`src/rtl/mul8_pkg.sv`:
```
// Shared types and constants for the 8x8 product accumulator stage.
// Saturating arithmetic is selected with the MUL8_ACC_SAT_EN macro.
package mul8_pkg;

  localparam int PROD_W    = 16;
  localparam int DEF_ACC_W = 24;
  localparam int DEF_LEN_W = 8;

  typedef enum logic [1:0] {
    ST_IDLE   = 2'd0,
    ST_ACCUM  = 2'd1,
    ST_OUTPUT = 2'd2
  } acc_state_t;

endpackage

```
`src/rtl/mul8_acc_add.sv`:
```
// Combinational accumulator adder with carry-out overflow detection.
// Macro MUL8_ACC_SAT_EN: clamp to all-ones on overflow instead of wrapping.
module mul8_acc_add
  import mul8_pkg::*;
#(
  parameter int ACC_W = DEF_ACC_W
) (
  input  logic [ACC_W-1:0]  acc,
  input  logic [PROD_W-1:0] prod,
  output logic [ACC_W-1:0]  sum,
  output logic              carry
);

  logic [ACC_W:0] wide;

  // One spare bit captures the carry out of the top accumulator bit.
  assign wide  = {1'b0, acc} + {{(ACC_W + 1 - PROD_W){1'b0}}, prod};
  assign carry = wide[ACC_W];

`ifdef MUL8_ACC_SAT_EN
  assign sum = carry ? {ACC_W{1'b1}} : wide[ACC_W-1:0];
`else
  assign sum = wide[ACC_W-1:0];
`endif

endmodule

```
`src/rtl/mul8_acc_stage.sv`:
```
// Burst accumulator: sums cfg_len unsigned products and presents the total.
// Macro MUL8_ACC_SAT_EN selects saturating instead of wrapping accumulation.
module mul8_acc_stage
  import mul8_pkg::*;
#(
  parameter int ACC_W = DEF_ACC_W,
  parameter int LEN_W = DEF_LEN_W
) (
  input  logic              clk,
  input  logic              rst_n,
  input  logic              start,
  input  logic [LEN_W-1:0]  cfg_len,
  output logic              busy,
  input  logic              in_valid,
  output logic              in_ready,
  input  logic [PROD_W-1:0] in_prod,
  output logic              out_valid,
  input  logic              out_ready,
  output logic [ACC_W-1:0]  out_sum,
  output logic              out_ovf
);

  acc_state_t       state_reg;
  logic [LEN_W-1:0] remaining_reg;
  logic [ACC_W-1:0] acc_reg;
  logic             ovf_reg;
  logic             busy_reg;
  logic             in_ready_reg;
  logic             out_valid_reg;

  logic [ACC_W-1:0] sum_next;
  logic             carry_next;
  logic             beat;

  mul8_acc_add #(
    .ACC_W(ACC_W)
  ) u_add (
    .acc  (acc_reg),
    .prod (in_prod),
    .sum  (sum_next),
    .carry(carry_next)
  );

  // in_ready_reg is only set in ACCUM, so this is the accept condition.
  assign beat = in_valid && in_ready_reg;

  always_ff @(posedge clk or negedge rst_n) begin
    if (!rst_n) begin
      state_reg     <= ST_IDLE;
      remaining_reg <= '0;
      acc_reg       <= '0;
      ovf_reg       <= 1'b0;
      busy_reg      <= 1'b0;
      in_ready_reg  <= 1'b0;
      out_valid_reg <= 1'b0;
    end else begin
      case (state_reg)
        ST_IDLE: begin
          if (start) begin
            acc_reg  <= '0;
            ovf_reg  <= 1'b0;
            busy_reg <= 1'b1;
            if (cfg_len != '0) begin
              remaining_reg <= cfg_len;
              in_ready_reg  <= 1'b1;
              state_reg     <= ST_ACCUM;
            end else begin
              remaining_reg <= '0;
              out_valid_reg <= 1'b1;
              state_reg     <= ST_OUTPUT;
            end
          end
        end

        ST_ACCUM: begin
          if (beat) begin
            acc_reg       <= sum_next;
            ovf_reg       <= ovf_reg | carry_next;
            remaining_reg <= remaining_reg - LEN_W'(1);
            if (remaining_reg == LEN_W'(1)) begin
              in_ready_reg  <= 1'b0;
              out_valid_reg <= 1'b1;
              state_reg     <= ST_OUTPUT;
            end
          end
        end

        ST_OUTPUT: begin
          // Result registers are untouched here, so they hold through a stall.
          if (out_ready) begin
            out_valid_reg <= 1'b0;
            busy_reg      <= 1'b0;
            state_reg     <= ST_IDLE;
          end
        end

        default: begin
          remaining_reg <= '0;
          busy_reg      <= 1'b0;
          in_ready_reg  <= 1'b0;
          out_valid_reg <= 1'b0;
          state_reg     <= ST_IDLE;
        end
      endcase
    end
  end

  assign busy      = busy_reg;
  assign in_ready  = in_ready_reg;
  assign out_valid = out_valid_reg;
  assign out_sum   = acc_reg;
  assign out_ovf   = ovf_reg;

endmodule
```
`config.mk`:
```
export PLATFORM = sky130hd
export DESIGN_NAME = mul8_acc_stage
export DESIGN_NICKNAME = d
export VERILOG_FILES = /design/src/rtl/mul8_pkg.sv /design/src/rtl/mul8_acc_add.sv /design/src/rtl/mul8_acc_stage.sv
export SDC_FILE = /design/constraint.sdc
export NUM_CORES = 1
export LEC_CHECK = 0
export CAP_MARGIN = 0
export CORE_AREA = 2 2 95 60
export CTS_BUF_LIST = sky130_fd_sc_hd__clkbuf_2 sky130_fd_sc_hd__clkbuf_4 sky130_fd_sc_hd__clkbuf_8
export CTS_CLUSTER_SIZE = 16
export DETAILED_ROUTE_END_ITERATION = 16
export DIE_AREA = 0 0 97 62
export MAX_ROUTING_LAYER = met4
export PLACE_DENSITY = 0.87
export SETUP_SLACK_MARGIN = 0.4
export SLEW_MARGIN = 10
export SYNTH_ARGS = -nofsm -noshare
export SYNTH_HDL_FRONTEND = slang
export SYNTH_HIERARCHICAL = 1
export SYNTH_SLANG_ARGS = --single-unit
```
`constraint.sdc`:
```
create_clock -name clk -period 4.99 [get_ports clk]
set_input_delay 0.998 -clock clk [delete_from_list [all_inputs] [get_ports clk]]
set_output_delay 0.998 -clock clk [all_outputs]
set_load 0.01 [all_outputs]
```
==> results of run 1 <==
worst min-delay path: stages, from the launching register on:
cell,delay (ps)
dfrtp_1,370
nand2_1,70
o21ai_2,50
worst paths after layout:
check | endpoint | slack, ps | cells past startpoint
worst max register to register | out_ovf$_DFFE_PN0P_ | 2560 | 9
worst min-delay path | out_sum[12]$_DFFE_PN0P_ | 520 | 2
worst max-delay path | out_ovf$_DFFE_PN0P_ | 1890 | 10
max in group asynchronous | out_sum[16]$_DFFE_PN0P_ | 3630 | 1
min in group asynchronous | out_sum[12]$_DFFE_PN0P_ | 810 | 1
worst min register to register | out_sum[12]$_DFFE_PN0P_ | 520 | 2
kinds of logic (layout without fill, tap and decap cells):
logic type | after synthesis | count (layout) | share of synthesized area, %
AOI/OAI and AO/OA | 98 | 98 | 24.0
xor gates and xnor gates | 22 | 22 | 6.61
adders and majority gates | 19 | 19 | 8.42
buffers and inverters | 22 | 76 | 5.20
DFF | 38 | 38 | 32.6
muxes | 1 | 1 | 0.344
and+or+nand+nor | 134 | 134 | 22.8
Yosys cell counts (2+ instances only):
library cell / instances / share of area [%]
nand4_1: 5 / 1.1
o21ai_1: 17 / 2.9
o21ai_0: 14 / 2.4
a211oi_1: 4 / 1.0
buf_6: 8 / 3.1
and2_1: 2 / 0.43
nor4_1: 2 / 0.43
dfrtp_1: 38 / 33
a21o_1: 4 / 1.0
o211ai_1: 2 / 0.52
nand2_1: 77 / 9.9
a21oi_4: 2 / 1.1
xnor2_1: 10 / 3.0
a31oi_1: 2 / 0.43
nor2b_1: 3 / 0.64
inv_1: 10 / 1.3
o21ai_2: 13 / 3.9
xor2_1: 12 / 3.6
and3_1: 5 / 1.1
nor3_1: 4 / 0.69
ha_1: 18 / 7.7
a21oi_1: 20 / 3.4
a21boi_1: 4 / 1.0
nand3_1: 10 / 1.7
buf_4: 2 / 0.52
nor2_1: 14 / 1.8
stage by stage:
stage	worst slack [ps]	utilization, %
2_1_floorplan	2230	-
3_3_place_gp	1670	65.4
3_5_place_dp	1600	65.4
4_1_cts	1910	67.2
5_1_grt	1710	67.2
6_report	1890	67.2
final cells by class:
| class | count | area share [%] |
|---|---|---|
| multi-input cells | 274 | 51.1 |
| flip-flops and latches | 38 | 26.8 |
| repair buffers | 57 | 15.9 |
| clock buffers | 7 | 2.54 |
| well taps | 69 | 2.43 |
| inverters | 11 | 1.16 |
| clock inverters | 1 | 0.141 |
metal layers:
layer / global-route usage [%] / vias to the layer above / share of wire (%)
met1: 36.3 / 1236 / 51
li1: - / 1300 / -
met3: 4.47 / 7 / 6.4
met2: 34.5 / 101 / 41
met5: - / - / 0
met4: 6.64 / 0 / 0.85
power groups by stage:
stage	logic [mW]	clock network (mW)	registers, mW
CTS	1.39	0.233	0.580
floorplan	1.04	0	0.585
detailed placement	1.38	0	0.584
finish	1.40	0.227	0.582
global route	1.55	0.249	0.600
global placement	1.34	0	0.578
==> metrics.md, run 1 <==
| Metric | Value |
|---|---|
| Status | `finished, final reports clean` |
| DP HPWL | `a little over 5000 um` |
| Dpl cells | `449` |
| Initial antenna violation count | `0` |
| Gate power share | `63.4%` |
| Slew @ Worst Pin | `947 ps` |
| CP max-delay cell | `fa_1` |
| Net switching power | `1.05 mW` |
| Fillers | `426` |
| NumNets Final | `approximately 440` |
| Largest net degree at the start of global routing | `39` |
| EDFF count, synth | `0` |
| RSZ-0062 raised after global routing | `no` |
| Post-CTS Resized | `0` |
| Synthesized net count | `382` |
| Final Skew | `6.92 ps` |
| Async set or reset register ratio after synthesis | `100%` |
| Slew margin rel. | `36.6%` |
| Setup TNS Final | `0 ps` |
| Slew Limit Fails | `0` |
| Post-synthesis register bit count | `38` |
| Multi-input gate area | `1810 sq um` |
| Ports | `57` |
| CTS tree | `done` |
| Final hold viol count | `0` |
| Die H | `62 um` |
| Post-Syn Area | `2910 sq um` |
| Critical path class | `in -> reg` |
| Area Growth Syn to Fin | `21.8%` |
| Arrival @ worst endpoint | `3270 ps` |
| Final wirelength | `6960 um` |
| Largest register FFs | `24` |
| Critical path's top delay family | `compound AO/OA/AOI/OAI gates` |
| Via density | `around 5.8` |
| Clock sink count | `38` |
| Worst hold slack | `523 ps` |
| Skew-Pair Late Insertion Delay | `approximately 290 ps` |
| Final Cell Area | `3550 sq um` |
| Post-DRT Antenna Nets | `0` |
| # diodes | `0` |
| Worst Path Max Fanout | `5` |
| Worst-path clk slew | `roughly 80 ps` |
| Die Span X | `approximately 97 um` |
| Power Internal | `1.16 mW` |
| Pre-antenna DRT Iters | `4` |
| Layout cells sized above 1 | `about a tenth` |
| CP peak stage delay | `420 ps` |
| Worst VDD drop | `346 uV` |
| Setup-failing EPs final | `0` |
| Top FF cell, synth | `dfrtp_1` |
| CORE AREA | `about 5300 sq um` |
| DR WL/cell | `15.2 um` |
| Crit path from | `in_prod[0]` |
| Root Buffer | `clkbuf_8` |
| Min Tclk post-route | `3100 ps` |
| Storage element area | `951 sq um` |
| GRT Overall Usage | `24.5%` |
| Vias in the first global route | `about 2.3k` |
| Initial Util | `55.2%` |
| Final std cells w/o fill | `457` |
| Crit. End Element | `flip-flop` |
| Die area | `approximately 6000 sq um` |
| Cell row count | `21` |
| Postcts setup bufs | `0` |
| Most frequent cells in the layout | `77 x nand2_1, 55 x clkdlybuf4s50_1, 38 x dfrtp_1` |
| Tightest Hold Check Type | `reg -> reg` |
| Tot Pwr | `2.21 mW` |
| Avg Cell Area, Syn | `8.72 sq um` |
| Syn Inst Count | `about 330` |
| Min-delay src | `out_sum[12]$_DFFE_PN0P_` |
| Clock Path Buffers | `2` |
| Fmax | `between 300 and 400 MHz` |
| Grt total ovfl | `0` |
| Seq/Total Area, Yosys | `between 30% and 40%` |
| Crit-path cells | `clkdlybuf4s50_1, ha_1, fa_1, a211oi_1, o211ai_1, nand2_1, o2bb2ai_2, nor3b_1, a41oi_1, o21ai_0` |
| CTS Buf Count | `5` |
| Worst R2R Start | `out_sum[0]$_DFFE_PN0P_` |
| Clock share of power | `approximately 10%` |
| Commonest non-fill, non-tap cell in the layout | `nand2_1` |
| Synth warnings | `6` |
| Max_cap viols | `0` |
| Netlist cell types | `58` |
| CP startpoint kind | `input port` |
| First-pass GRT wire length | `11,400 um` |
| Cell area power density | `~620 nW/um^2` |
| Initial DRC count | `approximately 190` |
| P_leak | `around 1.5 nW` |
| Net Sw Frac | `a little under half` |
| Dpl cell area | `approximately 3500 sq um` |
| H-tree depth | `2` |
| DR vias | `around 2.6k` |
| Tcrit/Tclk final | `62.1%` |
| Post-CTS Hold Buffers | `0` |
| Port Buf Inserts | `between 50 and 60` |
| Power share of the sequential group | `26.3%` |
| Gpl congestion | `0.890` |
| Critical Path RT | `5160 ps` |
| Worst path bufs/invs | `1` |
| Drt drc | `0` |
No activity file was read; power rests on OpenSTA's default activity.
==> run 2: changes to the inputs <==
Settings changed: CORE_AREA 2 2 95 60 to 2 2 103 65, DIE_AREA 0 0 97 62 to 0 0 105 67, PLACE_DENSITY 0.87 to 0.78.
Clock period 4.99 ns to 2.5 ns, I/O delays scaled along.
==> metrics.md, run 2 (synthesis results as in run 1) <==
| Metric | Value |
|---|---|
| Final wirelength | `8330 um (was 6960 um)` |
| Most frequent cells in the layout | `76 x nand2_1, 42 x clkdlybuf4s50_1, 37 x dfrtp_1 (was 77 x nand2_1, 55 x clkdlybuf4s50_1, 38 x dfrtp_1)` |
| CTS Buf Count | `5 (unchanged)` |
| Power share of the sequential group | `23.0% (was 26.3%)` |
| CTS tree | `done (unchanged)` |
| Post-CTS Hold Buffers | `0 (unchanged)` |
| Crit-path cells | `clkdlybuf4s50_1, ha_1, nand2_1, o21ai_0, a21oi_2, a21boi_1, xor2_1, nand2_1, o21ai_1 (was clkdlybuf4s50_1, ha_1, fa_1, a211oi_1, o211ai_1, nand2_1, o2bb2ai_2, nor3b_1, a41oi_1, o21ai_0)` |
| Tightest Hold Check Type | `in -> async (was reg -> reg)` |
| Critical path class | `in -> reg (unchanged)` |
| GRT Overall Usage | `25.0% (was 24.5%)` |
| Max_cap viols | `0 (unchanged)` |
| DR vias | `2,841 (was 2,644)` |
| Commonest non-fill, non-tap cell in the layout | `nand2_1 (unchanged)` |
| CP peak stage delay | `410 ps (was 420 ps)` |
| DR WL/cell | `16.5 um (was 15.2 um)` |
| Root Buffer | `clkbuf_8 (unchanged)` |
| Vias in the first global route | `2,640 (was 2,316)` |
| CP startpoint kind | `input port (unchanged)` |
| Status | `finished, final reports clean (unchanged)` |
| Slew @ Worst Pin | `885 ps (was 947 ps)` |
| Area Growth Syn to Fin | `42.7% (was 21.8%)` |
| Critical Path RT | `2720 ps (was 5160 ps)` |
| Post-DRT Antenna Nets | `0 (unchanged)` |
| R2R setup slack | `240 ps (was 2560 ps)` |
| Clock sink count | `38 (unchanged)` |
| Largest net degree at the start of global routing | `51 (was 39)` |
| Final hold viol count | `0 (unchanged)` |
| Net Sw Frac | `46.6% (was 47.4%)` |
| Die H | `67 um (was 62 um)` |
| Most Frequent Cell on Critical Path | `nand2_1` |
| Cell row count | `22 (was 21)` |
| Multi-input gate area | `2150 sq um (was 1810 sq um)` |
| Final Cell Area | `4160 sq um (was 3550 sq um)` |
| Drt drc | `0 (unchanged)` |
| Worst Path Max Fanout | `6 (was 5)` |
| RSZ-0062 raised after global routing | `yes (was no)` |
| Worst-path clk slew | `80 ps (about the same)` |
| DP HPWL | `5580 um (was 5180 um)` |
| Ports | `57 (unchanged)` |
| Gpl congestion | `0.963 (was 0.890)` |
| H-tree depth | `2 (unchanged)` |
| Pre-antenna DRT Iters | `5 (was 4)` |
| Port Buf Inserts | `56 (unchanged)` |
| Setup TNS Final | `0 ps (unchanged)` |
| P_leak | `1.77 nW (was 1.55 nW)` |
| # diodes | `0 (unchanged)` |
| Fmax | `about 440 MHz` |
| CORE AREA | `6000 sq um (was 5280 sq um)` |
| Initial antenna violation count | `0 (unchanged)` |
| Critical path's top delay family | `compound AO/OA/AOI/OAI gates (unchanged)` |
| Layout cells sized above 1 | `28.0% (was 10.3%)` |
| Slew Limit Fails | `0 (unchanged)` |
| Clock Path Buffers | `2 (unchanged)` |
| Skew-Pair Late Insertion Delay | `300 ps (was 290 ps)` |
| Clock share of power | `8.6% (was 10.3%)` |
| CP max-delay cell | `ha_1 (was fa_1)` |
| Dpl cell area | `3660 sq um (was 3450 sq um)` |
| Via density | `5.61 (was 5.79)` |
| Power Internal | `2.81 mW (was 1.16 mW)` |
| Tot Pwr | `5.27 mW (was 2.21 mW)` |
| Tcrit/Tclk final | `90.9%` |
| Fillers | `472 (was 426)` |
| Slew margin rel. | `41.0% (was 36.6%)` |
| Arrival @ worst endpoint | `2490 ps (was 3270 ps)` |
| Gate power share | `68.4% (was 63.4%)` |
| Initial DRC count | `191 (unchanged)` |
| Initial Util | `48.6% (was 55.2%)` |
| Final Skew | `7.17 ps (was 6.92 ps)` |
| Die area | `7040 sq um (was 6010 sq um)` |
| Largest register FFs | `24 (unchanged)` |
| Net switching power | `2.45 mW (was 1.05 mW)` |
| Grt total ovfl | `0 (unchanged)` |
| NumNets Final | `469 (was 435)` |
| Crit. End Element | `flip-flop (unchanged)` |
| Setup-failing EPs final | `0 (unchanged)` |
| Storage element area | `952 sq um (was 951 sq um)` |
| Die Span X | `105 um (was 97 um)` |
| Worst path bufs/invs | `1 (unchanged)` |
| Cell area power density | `1270 nW/um^2 (was 624 nW/um^2)` |
| Worst VDD drop | `817 uV (was 346 uV)` |
| Min Tclk post-route | `about 2300 ps` |
| Core Util, Final | `69.3% (was 67.2%)` |
| Worst hold slack | `321 ps (was 523 ps)` |
| First-pass GRT wire length | `13,300 um (was 11,400 um)` |
## run 2: power by group through the flow
stage	registers, mW	clock network [mW]	logic [mW]
after detailed placement	1.16	0	3.06
after floorplan	1.17	0	2.10
after global placement	1.15	0	2.99
after global routing	1.25	0.498	3.94
final	1.21	0.453	3.61
after CTS	1.19	0.467	3.34
## run 2: cell type report
type                    instances  area share (%)
well taps                      84            2.53
clock buffers                   6            1.99
inverters                      11           0.993
flip-flops and latches         38            22.9
repair buffers                 91            19.6
clock inverters                 2           0.301
multi-input cells             274            51.7
## run 2: worst paths after layout
check / startpoint / endpoint / cells past startpoint
max: in_prod[14] / out_sum[17]$_DFFE_PN0P_ / 9
min: rst_n / out_sum[6]$_DFFE_PN0P_ / 1
max reg2reg: out_sum[1]$_DFFE_PN0P_ / out_sum[17]$_DFFE_PN0P_ / 9
min reg2reg: out_sum[14]$_DFFE_PN0P_ / out_sum[14]$_DFFE_PN0P_ / 2
max in group asynchronous: rst_n / out_sum[1]$_DFFE_PN0P_ / 1
min in group clk: out_sum[14]$_DFFE_PN0P_ / out_sum[14]$_DFFE_PN0P_ / 2
## run 2: per-stage QoR
| stage | instances | setup slack, ps |
|---|---|---|
| after floorplan | 334 | 402 |
| after global placement | 485 | -285 |
| after detailed placement | 485 | -303 |
| after CTS | 501 | 255 |
| after global routing | 506 | 74.3 |
| final | 506 | 227 |
## run 2: routing by layer
| metal | track usage, % | up-vias | wire length (um) |
|---|---|---|---|
| met5 | - | - | 0 |
| met4 | 8.50 | 0 | 102 |
| met3 | 3.52 | 10 | 461 |
| met2 | 36.3 | 101 | 3710 |
| met1 | 35.8 | 1376 | 4050 |
| li1 | - | 1354 | - |
## run 2: what timing repair did
action	CTS	global route
buffers inserted	8	5
hold endpoints to repair	0	0
pin swaps	24	20
endpoints found under the setup margin	18	17
resized for setup	38	30
